[src/rtl/bp_me_mem_arbiter_2to1_if.sv]
// Bus bundle for the 2:1 memory arbiter: two UCE-facing ports and one memory-facing channel.
// The slave modport is the arbiter's view; the master modport is the view of the surrounding agents.
interface bp_me_mem_arbiter_2to1_if #(
   parameter int msg_width_p       = 128,
   parameter int max_outstanding_p = 4
);
   localparam int cnt_w_lp = $clog2(max_outstanding_p) + 1;

   logic [2*msg_width_p-1:0] cmd_i;
   logic [1:0]               cmd_v_i;
   logic [1:0]               cmd_ready_o;
   logic [msg_width_p-1:0]   mem_cmd_o;
   logic                     mem_cmd_v_o;
   logic                     mem_cmd_ready_i;
   logic [msg_width_p-1:0]   mem_resp_i;
   logic                     mem_resp_v_i;
   logic                     mem_resp_yumi_o;
   logic [msg_width_p-1:0]   resp_o;
   logic [1:0]               resp_v_o;
   logic [1:0]               resp_yumi_i;
   logic [2*cnt_w_lp-1:0]    outstanding_o;
   logic                     err_o;

   modport slave (
      input  cmd_i, cmd_v_i, mem_cmd_ready_i, mem_resp_i, mem_resp_v_i, resp_yumi_i,
      output cmd_ready_o, mem_cmd_o, mem_cmd_v_o, mem_resp_yumi_o, resp_o, resp_v_o,
             outstanding_o, err_o
   );

   modport master (
      output cmd_i, cmd_v_i, mem_cmd_ready_i, mem_resp_i, mem_resp_v_i, resp_yumi_i,
      input  cmd_ready_o, mem_cmd_o, mem_cmd_v_o, mem_resp_yumi_o, resp_o, resp_v_o,
             outstanding_o, err_o
   );
endinterface

[src/rtl/bp_me_mem_arbiter_2to1.sv]
// Round-robin 2:1 arbiter onto one memory command channel; an in-order tag FIFO
// remembers which port issued each command so responses return to their owner.
module bp_me_mem_arbiter_2to1 #(
   parameter int msg_width_p       = 128,
   parameter int max_outstanding_p = 4
) (
   input  logic                      clk_i,
   input  logic                      reset_i,
   bp_me_mem_arbiter_2to1_if.slave   bus
);
   localparam int ptr_w_lp = $clog2(max_outstanding_p);
   localparam int cnt_w_lp = ptr_w_lp + 1;

   logic                               r_lock, r_grant, r_ptr, r_err;
   logic [max_outstanding_p-1:0]       r_tags;
   logic [ptr_w_lp-1:0]                r_wptr, r_rptr;
   logic [cnt_w_lp-1:0]                r_cnt;
   logic [1:0][cnt_w_lp-1:0]           r_out;

   logic       w_full, w_empty, w_grant, w_head, w_push, w_pop;
   logic       w_cmd_v, w_resp_yumi;
   logic [1:0] w_cmd_ready, w_resp_v, w_inc, w_dec;

   always_comb begin
      w_full  = (r_cnt == cnt_w_lp'(max_outstanding_p));
      w_empty = (r_cnt == '0);

      // A stalled command keeps its port until memory takes it.
      if (r_lock)                       w_grant = r_grant;
      else if (bus.cmd_v_i == 2'b01)    w_grant = 1'b0;
      else if (bus.cmd_v_i == 2'b10)    w_grant = 1'b1;
      else                              w_grant = r_ptr;

      w_cmd_v              = ~reset_i & (|bus.cmd_v_i) & ~w_full;
      w_cmd_ready          = 2'b00;
      w_cmd_ready[w_grant] = ~reset_i & bus.mem_cmd_ready_i & ~w_full;
      w_push               = w_cmd_v & bus.mem_cmd_ready_i & bus.cmd_v_i[w_grant];

      w_head           = r_tags[r_rptr];
      w_resp_v         = 2'b00;
      w_resp_v[w_head] = ~reset_i & bus.mem_resp_v_i & ~w_empty;
      w_resp_yumi      = bus.resp_yumi_i[w_head] & w_resp_v[w_head];
      w_pop            = w_resp_yumi;

      w_inc = 2'b00;
      w_dec = 2'b00;
      if (w_push) w_inc[w_grant] = 1'b1;
      if (w_pop)  w_dec[w_head]  = 1'b1;
   end

   assign bus.mem_cmd_v_o     = w_cmd_v;
   assign bus.mem_cmd_o       = w_grant ? bus.cmd_i[2*msg_width_p-1:msg_width_p]
                                        : bus.cmd_i[msg_width_p-1:0];
   assign bus.cmd_ready_o     = w_cmd_ready;
   assign bus.resp_o          = bus.mem_resp_i;
   assign bus.resp_v_o        = w_resp_v;
   assign bus.mem_resp_yumi_o = w_resp_yumi;
   assign bus.outstanding_o   = {r_out[1], r_out[0]};
   assign bus.err_o           = r_err;

   always_ff @(posedge clk_i or posedge reset_i) begin
      if (reset_i) begin
         r_lock  <= 1'b0;
         r_grant <= 1'b0;
         r_ptr   <= 1'b0;
         r_err   <= 1'b0;
         r_tags  <= '0;
         r_wptr  <= '0;
         r_rptr  <= '0;
         r_cnt   <= '0;
         r_out   <= '0;
      end else begin
         if (w_cmd_v && !bus.mem_cmd_ready_i) begin
            r_lock  <= 1'b1;
            r_grant <= w_grant;
         end else if (w_push) begin
            r_lock  <= 1'b0;
         end

         if (w_push) begin
            r_tags[r_wptr] <= w_grant;
            r_wptr         <= r_wptr + 1'b1;
            r_ptr          <= ~w_grant;
         end
         if (w_pop) r_rptr <= r_rptr + 1'b1;

         r_cnt <= r_cnt + cnt_w_lp'(w_push) - cnt_w_lp'(w_pop);
         for (int p = 0; p < 2; p++)
            r_out[p] <= r_out[p] + cnt_w_lp'(w_inc[p]) - cnt_w_lp'(w_dec[p]);

         // A response with nothing outstanding can never be routed; flag it until reset.
         if (bus.mem_resp_v_i && w_empty) r_err <= 1'b1;
      end
   end
endmodule

[src/flat_wrapper.sv]
// flat-port wrapper written by rule: the top's interface ports become plain ports
module bp_me_mem_arbiter_2to1_flat 
#(
   parameter int msg_width_p       = 128,
   parameter int max_outstanding_p = 4
)
  (clk_i, reset_i, bus_cmd_i, bus_cmd_v_i, bus_mem_cmd_ready_i, bus_mem_resp_i, bus_mem_resp_v_i, bus_resp_yumi_i, bus_cmd_ready_o, bus_mem_cmd_o, bus_mem_cmd_v_o, bus_mem_resp_yumi_o, bus_resp_o, bus_resp_v_o, bus_outstanding_o, bus_err_o);
  bp_me_mem_arbiter_2to1_if #(.msg_width_p(msg_width_p), .max_outstanding_p(max_outstanding_p)) bus_i ();
  input  logic clk_i;
  input  logic reset_i;
  input wire logic [$bits(bus_i.cmd_i)-1:0] bus_cmd_i;
  input wire logic [$bits(bus_i.cmd_v_i)-1:0] bus_cmd_v_i;
  input wire logic [$bits(bus_i.mem_cmd_ready_i)-1:0] bus_mem_cmd_ready_i;
  input wire logic [$bits(bus_i.mem_resp_i)-1:0] bus_mem_resp_i;
  input wire logic [$bits(bus_i.mem_resp_v_i)-1:0] bus_mem_resp_v_i;
  input wire logic [$bits(bus_i.resp_yumi_i)-1:0] bus_resp_yumi_i;
  output wire logic [$bits(bus_i.cmd_ready_o)-1:0] bus_cmd_ready_o;
  output wire logic [$bits(bus_i.mem_cmd_o)-1:0] bus_mem_cmd_o;
  output wire logic [$bits(bus_i.mem_cmd_v_o)-1:0] bus_mem_cmd_v_o;
  output wire logic [$bits(bus_i.mem_resp_yumi_o)-1:0] bus_mem_resp_yumi_o;
  output wire logic [$bits(bus_i.resp_o)-1:0] bus_resp_o;
  output wire logic [$bits(bus_i.resp_v_o)-1:0] bus_resp_v_o;
  output wire logic [$bits(bus_i.outstanding_o)-1:0] bus_outstanding_o;
  output wire logic [$bits(bus_i.err_o)-1:0] bus_err_o;
  assign bus_i.cmd_i = bus_cmd_i;
  assign bus_i.cmd_v_i = bus_cmd_v_i;
  assign bus_i.mem_cmd_ready_i = bus_mem_cmd_ready_i;
  assign bus_i.mem_resp_i = bus_mem_resp_i;
  assign bus_i.mem_resp_v_i = bus_mem_resp_v_i;
  assign bus_i.resp_yumi_i = bus_resp_yumi_i;
  assign bus_cmd_ready_o = bus_i.cmd_ready_o;
  assign bus_mem_cmd_o = bus_i.mem_cmd_o;
  assign bus_mem_cmd_v_o = bus_i.mem_cmd_v_o;
  assign bus_mem_resp_yumi_o = bus_i.mem_resp_yumi_o;
  assign bus_resp_o = bus_i.resp_o;
  assign bus_resp_v_o = bus_i.resp_v_o;
  assign bus_outstanding_o = bus_i.outstanding_o;
  assign bus_err_o = bus_i.err_o;
  bp_me_mem_arbiter_2to1 #(.msg_width_p(msg_width_p), .max_outstanding_p(max_outstanding_p)) u_core (.clk_i(clk_i), .reset_i(reset_i), .bus(bus_i));
endmodule
[config.mk]
export PLATFORM = sky130hd
export DESIGN_NAME = bp_me_mem_arbiter_2to1_flat
export DESIGN_NICKNAME = d
export VERILOG_FILES = /design/src/rtl/bp_me_mem_arbiter_2to1_if.sv /design/src/rtl/bp_me_mem_arbiter_2to1.sv /design/src/flat_wrapper.sv
export SDC_FILE = /design/constraint.sdc
export NUM_CORES = 1
export LEC_CHECK = 0
export BUFFER_PORTS_ARGS = -buffer_cell sky130_fd_sc_hd__buf_2
export CAP_MARGIN = 25
export CORE_AREA = 2 2 260 262
export CTS_CLUSTER_SIZE = 40
export DETAILED_ROUTE_END_ITERATION = 7
export DIE_AREA = 0 0 262 264
export PLACE_DENSITY = 0.3
export SLEW_MARGIN = 15
export SYNTH_ARGS = -nofsm -noshare
export SYNTH_HDL_FRONTEND = slang
export SYNTH_SLANG_ARGS = --single-unit
export TNS_END_PERCENT = 1
[constraint.sdc]
create_clock -name clk_i -period 2.95 [get_ports clk_i]
set_input_delay 0.1475 -clock clk_i [delete_from_list [all_inputs] [get_ports clk_i]]
set_output_delay 0.1475 -clock clk_i [all_outputs]
set_load 0.01 [all_outputs]
After elaboration in Yosys (flattened, before gate mapping)
Cells that the tools add are included.
- eq/ne operators: 3
- add/subtract/negate cells: 8
- bitwise operators: 15
- magnitude comparators: 7
- reduce and logical (&&, ||, !) cells: 9
- mux-type cells: 23
- operators by type and width (operator ; count):
    128-bit two-way mux ; 1
    1-bit two-way mux ; 15
    3-bit by 1-bit adder with 3-bit output ; 3
    1-bit bitwise AND ; 9
    3-bit by 1-bit subtractor with 3-bit output ; 3
    2-bit by 3-bit < comparator with 1-bit output, second input constant ; 2
    1-bit logical AND ; 5
    2-bit by 1-bit adder with 2-bit output, second input constant ; 2
    2-bit bitwise AND ; 2
    4-bit bitwise mux ; 1
    1-bit by 2-bit < comparator with 1-bit output, second input constant ; 2
    2-bit two-way mux ; 2
    1-bit NOT ; 4
    3-bit equality test, second input constant ; 1
    3-bit zero test ; 1
    1-bit binary-select mux with 2-bit select ; 1
    1-bit demux with 1-bit select ; 2
    1-bit demux with 2-bit select ; 1
    2-bit by 1-bit equality test with 1-bit output, second input constant ; 1
    2-bit equality test, second input constant ; 1
    1-bit >= comparator, second input constant ; 2
    2-bit by 1-bit >= comparator with 1-bit output, second input constant ; 1
    2-bit nonzero test ; 1
    2-bit OR reduction ; 1
    1-bit zero test ; 1
- input port bits: 392
- output and inout port bits: 269
- word-level logic and storage cells: 75
- register bits: 21

Longest topological paths before layout
- word-level depth: 12
- depth in mapped cells: 11
- mapped depth without buffers: 11

Worst setup path after synthesis
OpenSTA, ideal clock, no wires.
- kind: reg-to-reg
- start point: register u_core.r_rptr[0]
- end point: register u_core.r_cnt[2]
- required time: 2.827 ns
- arrival time: 2.408 ns
- library setup time: 0.123 ns
- path slack: 0.419 ns
- buffers on the path: 0
- clock period less this slack: 2.531 ns
- stages on the path, launching flop included: 11
- path through: dfrtp_1 -> mux4_2 -> mux2i_2 -> nor2_2 -> ha_1 -> inv_1 -> ha_1 -> inv_1 -> fa_1 -> xnor2_1 -> xnor2_1
- cells in the longest elaborated chain, start to end: 11
- elaborated cells between the ends (all ways): 14
- classes of those cells: add/sub (1); order compare (2); mux (8); bitwise (2); reduce/logical (1)
- RTL lines (item ; line ; text):
    start, declared ; bp_me_mem_arbiter_2to1.sv:16 ; logic [ptr_w_lp-1:0] r_wptr, r_rptr;
    start signal, assigned ; bp_me_mem_arbiter_2to1.sv:85 ; if (w_pop) r_rptr <= r_rptr + 1'b1;
    1-bit binary-select mux with 2-bit select (*) ; bp_me_mem_arbiter_2to1.sv:39 ; w_head = r_tags[r_rptr];
    1-bit two-way mux (implied by the code) (*) ; bp_me_mem_arbiter_2to1.sv:39 ;
    1-bit by 2-bit < comparator with 1-bit output (implied by the code) / 1-bit >= comparator (equally long branches) ; bp_me_mem_arbiter_2to1.sv:41 ; w_resp_v[w_head] = ~reset_i & bus.mem_resp_v_i & ~w_empty;
    1-bit logical AND (implied by the code) ; bp_me_mem_arbiter_2to1.sv:41 ;
    1-bit two-way mux (implied by the code) ; bp_me_mem_arbiter_2to1.sv:41 ;
    1-bit demux with 1-bit select ; - ;
    2-bit bitwise AND (no source line) ; - ;
    1-bit two-way mux (implied by the code) (2 in series) ; bp_me_mem_arbiter_2to1.sv:42 ; w_resp_yumi = bus.resp_yumi_i[w_head] & w_resp_v[w_head];
    1-bit bitwise AND (*) ; bp_me_mem_arbiter_2to1.sv:42 ;
    net bus_mem_resp_yumi_o ; flat_wrapper.sv:20 ; output wire logic [$bits(bus_i.mem_resp_yumi_o)-1:0] bus_mem_resp_yumi_o;
    3-bit by 1-bit subtractor with 3-bit output (*) ; bp_me_mem_arbiter_2to1.sv:87 ; r_cnt <= r_cnt + cnt_w_lp'(w_push) - cnt_w_lp'(w_pop);
    end signal, assigned ; bp_me_mem_arbiter_2to1.sv:87 ;
    end, declared ; bp_me_mem_arbiter_2to1.sv:17 ; logic [cnt_w_lp-1:0] r_cnt;
Mark *: on every way through the listed nets, which the timed path passes. The rest lies on a longest branch. The select of a mux whose other input is x is not followed.
A chain may end at the register's enable or synchronous reset.

Worst setup path in the final report
- start point: register u_core.r_rptr[0]
- end point: register u_core.r_cnt[2]
- cells in the longest elaborated chain, start to end: 11
- elaborated cells between the ends (all ways): 14
- classes of those cells: add/sub (1); order compare (2); mux (8); bitwise (2); reduce/logical (1)
- RTL lines (item ; line):
    1-bit binary-select mux with 2-bit select (*) ; bp_me_mem_arbiter_2to1.sv:39
    1-bit two-way mux (implied by the code) (*) ; bp_me_mem_arbiter_2to1.sv:39
    1-bit by 2-bit < comparator with 1-bit output (implied by the code) / 1-bit >= comparator (equally long branches) ; bp_me_mem_arbiter_2to1.sv:41
    1-bit logical AND (implied by the code) ; bp_me_mem_arbiter_2to1.sv:41
    1-bit two-way mux (implied by the code) ; bp_me_mem_arbiter_2to1.sv:41
    1-bit demux with 1-bit select ; -
    2-bit bitwise AND (no source line) ; -
    1-bit two-way mux (implied by the code) (2 in series) ; bp_me_mem_arbiter_2to1.sv:42
    1-bit bitwise AND (*) ; bp_me_mem_arbiter_2to1.sv:42
    3-bit by 1-bit subtractor with 3-bit output (*) ; bp_me_mem_arbiter_2to1.sv:87
Mark *: on every way between the ends. The rest lies on a longest branch, timed or not. The select of a mux whose other input is x is not followed.

==> results.yml <==
critical_path:
  origin_of_the_worst_setup_path: "u_core.r_rptr[0]$_DFFE_PP0N_"
  crit_path_max_incr_delay_ns: 0.57
  crit_chain: "mux4_2 -> mux2i_2 -> nor2_2 -> ha_1 -> inv_1 -> ha_1 -> inv_1 -> fa_1 -> xnor2_1 -> xnor2_1"
  timing.critical_path.max_delay_family: "multiplexers"
  critical_path_required_ns: 3.13
  setup.worst_path.end: "u_core.r_cnt[2]$_DFF_PP0_"
  regToRegEndpoint: "u_core.r_cnt[2]$_DFF_PP0_"
  timing.critical_path.arrival_ns: 2.79
  ff2ff_setup_slack_ns: 0.34
  crit_path_end_kind: "register"
  worstRegToRegCells: 10
  cp_slowest_cell: "sky130_fd_sc_hd__mux4_2"
  criticalPathCategory: "reg2reg"
  worst_reg2reg_startpoint: "u_core.r_rptr[0]$_DFFE_PP0N_"
  path_depth: 10
  critical_path_peak_fanout: 4
  start_kind: "register"
  critPathBufInv: 2
clocking:
  cts.repair_timing.setup_buffer_count: 0
  cts_resized: 0
  hold_buffers: 0
  cts.root.buffer_cell: "sky130_fd_sc_hd__clkbuf_16"
  numClockSinks: 21
  cts_tree: "done"
  cts_max_path_buffers: 2
  path_clk_slew_ns: 0.07
  htree_levels: 1
  clkLatencyLatePin_ns: 0.26
  tritoncts.num_buffers: 3
placement:
  final_hpwl_dp_um: 23640
  gp_congestion: 0.7365
  portBuffers: 404
sta:
  whs_ns: 0.1183
  final_min_period_ns: 2.614
  worst_slew_pin_slew_ns: 0.8925
  slew_violations: 0
  timing_hold_violations_final: 0
  setup_violations: 0
  unrepaired_setup_endpoints_after_global_routing: "false"
  final.setup.tns_ns: 0
  slew_headroom: 0.4043
  worst_clock_skew_ns: 0.01075
  finalCritPeriodShare: 0.8859
  maxClockFrequency_mhz: 382.6
global_route:
  number_of_antenna_violations_at_the_first_check_in_global_routing: 3
  groute.usage.overall: 0.06935
  grt_max_degree: 59
  global_route.overflow_total: 0
  grt_first_pass_wirelength_um: 32390
  grt_pass1_vias: 3908
synthesis:
  syn_inst: 376
  seq_total_area_yosys: 0.1242
  yosysWarningCount: 0
  post_synth_instance_area_um2: 4233
  yosysUniqueCellTypes: 33
  synth.net_count: 781
  synthesis.area_per_instance_um2: 11.26
  number_of_register_bits_inferred_by_synthesis: 21
route:
  finalWirelength_um: 26780
  post_drt_wl_per_cell_um: 17.59
  via_per_inst: 2.569
  detail_route.iter0.violations: 191
  drc: 0
  drt_pass1_iterations: 4
  num_vias: 3912
  route.antenna.remaining_nets: 0
power_and_ir_drop:
  swShare: 0.4690
  p_comb_frac: 0.840
  power_per_cell_area_nw_per_um2: 860.8
  clock_power_share: 0.056
  internal_power_uw: 2880
  seq_power_share: 0.104
  overall_power_consumption_uw: 5424
  p_leak_uw: 0.003189
  ir_worst_vdd_v: 0.0004404
  switchingPower_uw: 2544
min_path:
  min-delay-path-class: "in2async"
cells_and_area:
  n_antenna_cell: 0
  layout-area-overhead-vs-synth_pct: 48.86
  finalNetCount: 1056
  multi_input_area_um2: 2411
  layout.area.seq_um2: 525.5
  fraction_of_layout_cells_with_a_size_suffix_above_1: 0.8385
  layout.filler_cells: 7784
die:
  coreArea_um2: 66560
  die_width_um: 262
  design.die.area_um2: 69170
  core.rowCount: 95
  io-pin-count: 661
  die_h_um: 264
  start_util: 0.06359
flow_run:
  cap_viol_max_count: 0
run_status:
  run_status: "finished clean"
## power by group through the flow
stage | logic (uW) | clock network (uW) | registers, uW
after floorplan | 3410 | 0 | 568
after global placement | 4650 | 0 | 569
after detailed placement | 4650 | 0 | 569
after CTS | 4680 | 315 | 566
after global routing | 4910 | 330 | 581
final | 4560 | 305 | 562
## cells in the final DEF (no fill, tap or decap), drive strengths merged
master    Yosys  final
buf         144    414
inv          18     18
a21oi         2      2
o31ai         1      1
and3          2      2
nor3          1      1
mux4          1      1
ha           10     10
a21boi        1      1
nor2          7      7
xor2          3      3
nand2         4      4
clkinvlp      0      1
and2          4      4
nand3         4      4
mux2i         2      2
fa            3      3
nor3b         2      2
a211oi        2      2
or3b          1      1
dfrtp        21     21
o2bb2ai       1      1
a21o          2      2
xnor2         6      6
clkbuf        0      3
mux2        134    134
## synthesized netlist by cell type
master                      instances  area [um2]
sky130_fd_sc_hd__a21boi_2           1       11.26
sky130_fd_sc_hd__buf_6              2       22.52
sky130_fd_sc_hd__buf_12            11       220.2
sky130_fd_sc_hd__ha_1              10       125.1
sky130_fd_sc_hd__o2bb2ai_1          1       8.760
sky130_fd_sc_hd__fa_1               3       60.06
sky130_fd_sc_hd__mux4_2             1       22.52
sky130_fd_sc_hd__nor3_1             1       5.000
sky130_fd_sc_hd__nor2_2             1       6.260
sky130_fd_sc_hd__a211oi_1           2       15.01
sky130_fd_sc_hd__xor2_1             3       26.28
sky130_fd_sc_hd__nand2_1            4       15.01
sky130_fd_sc_hd__a21oi_1            2       10.01
sky130_fd_sc_hd__mux2i_1            1       10.01
sky130_fd_sc_hd__and3_1             2       12.51
sky130_fd_sc_hd__a21o_1             2       15.01
sky130_fd_sc_hd__mux2_1            14       157.7
sky130_fd_sc_hd__inv_1             18       67.56
sky130_fd_sc_hd__mux2i_2            1       13.76
sky130_fd_sc_hd__buf_2              2       10.01
sky130_fd_sc_hd__or3b_2             1       8.760
sky130_fd_sc_hd__and2_1             4       25.02
sky130_fd_sc_hd__buf_4            128       960.9
sky130_fd_sc_hd__mux2_2            20       225.2
sky130_fd_sc_hd__buf_8              1       15.01
sky130_fd_sc_hd__nor3b_2            1       12.51
sky130_fd_sc_hd__nor2_1             6       22.52
sky130_fd_sc_hd__nand3_1            4       20.02
sky130_fd_sc_hd__dfrtp_1           21       525.5
sky130_fd_sc_hd__o31ai_4            1       21.27
sky130_fd_sc_hd__nor3b_1            1       7.510
sky130_fd_sc_hd__mux2_4           100        1501
sky130_fd_sc_hd__xnor2_1            6       52.55
## layer usage
metal / track usage / part of all wire / vias to the layer above
met2: 0.1040 / 0.42 / 438
met1: 0.07515 / 0.38 / 1750
li1: - / - / 1694
met3: 0.05277 / 0.18 / 26
met5: 0.01923 / 0.0053 / -
met4: 0.01695 / 0.022 / 4
## per-stage QoR
stage               cell area, um2  utilization  instances  setup slack, ns
CTS                           6301      0.09466       1523           0.3187
global route                  6301      0.09466       1523           0.1845
floorplan                     4233            -        376           0.4186
detailed placement            6218      0.09342       1519           0.3442
finish                        6301      0.09466       1523           0.3365
global placement              6218      0.09342       1519           0.3533
## sequential cells by signal, summed over array words and instances, names as in the netlist
name and flops:
u_core.bus.outstanding_o 6, u_core.r_tags 4, u_core.r_cnt 3, u_core.r_rptr 2, u_core.r_wptr 2, u_core.bus.err_o 1
u_core.r_grant 1, u_core.r_lock 1, u_core.r_ptr 1
## final cells by class
type,instances,share of cell area
multi-input cells,193,0.3826
clock inverters,1,0.001191
clock buffers,3,0.01191
well taps,873,0.1734
inverters,18,0.01072
flip-flops and latches,21,0.08340
repair buffers,414,0.3368
## logic make-up after synthesis
kind of cell / count (synthesis) / share of synthesized area
XOR/XNOR: 9 / 0.01862
AO/OA/AOI/OAI: 9 / 0.01921
AND/OR/NAND/NOR: 25 / 0.03192
flip-flops: 21 / 0.1241
buffers and inverters: 162 / 0.3062
multiplexers: 137 / 0.4561
adder cells (fa/ha/maj): 13 / 0.04375
## worst min-delay path by stage
stage,start,endpoint,slack [ns],cells past startpoint
2_1_floorplan,reset_i,u_core.bus.err_o$_DFFE_PP0P_,0.12,1
3_3_place_gp,bus_mem_resp_i[108],bus_resp_o[108],0.30,0
3_5_place_dp,bus_mem_resp_i[108],bus_resp_o[108],0.30,0
4_1_cts,bus_mem_resp_v_i,u_core.bus.err_o$_DFFE_PP0P_,0.12,2
5_1_grt,bus_mem_resp_v_i,u_core.bus.err_o$_DFFE_PP0P_,0.12,2
6_report,reset_i,u_core.r_cnt[0]$_DFF_PP0_,0.12,2
Note: power is estimated with default switching activity, not from simulation.
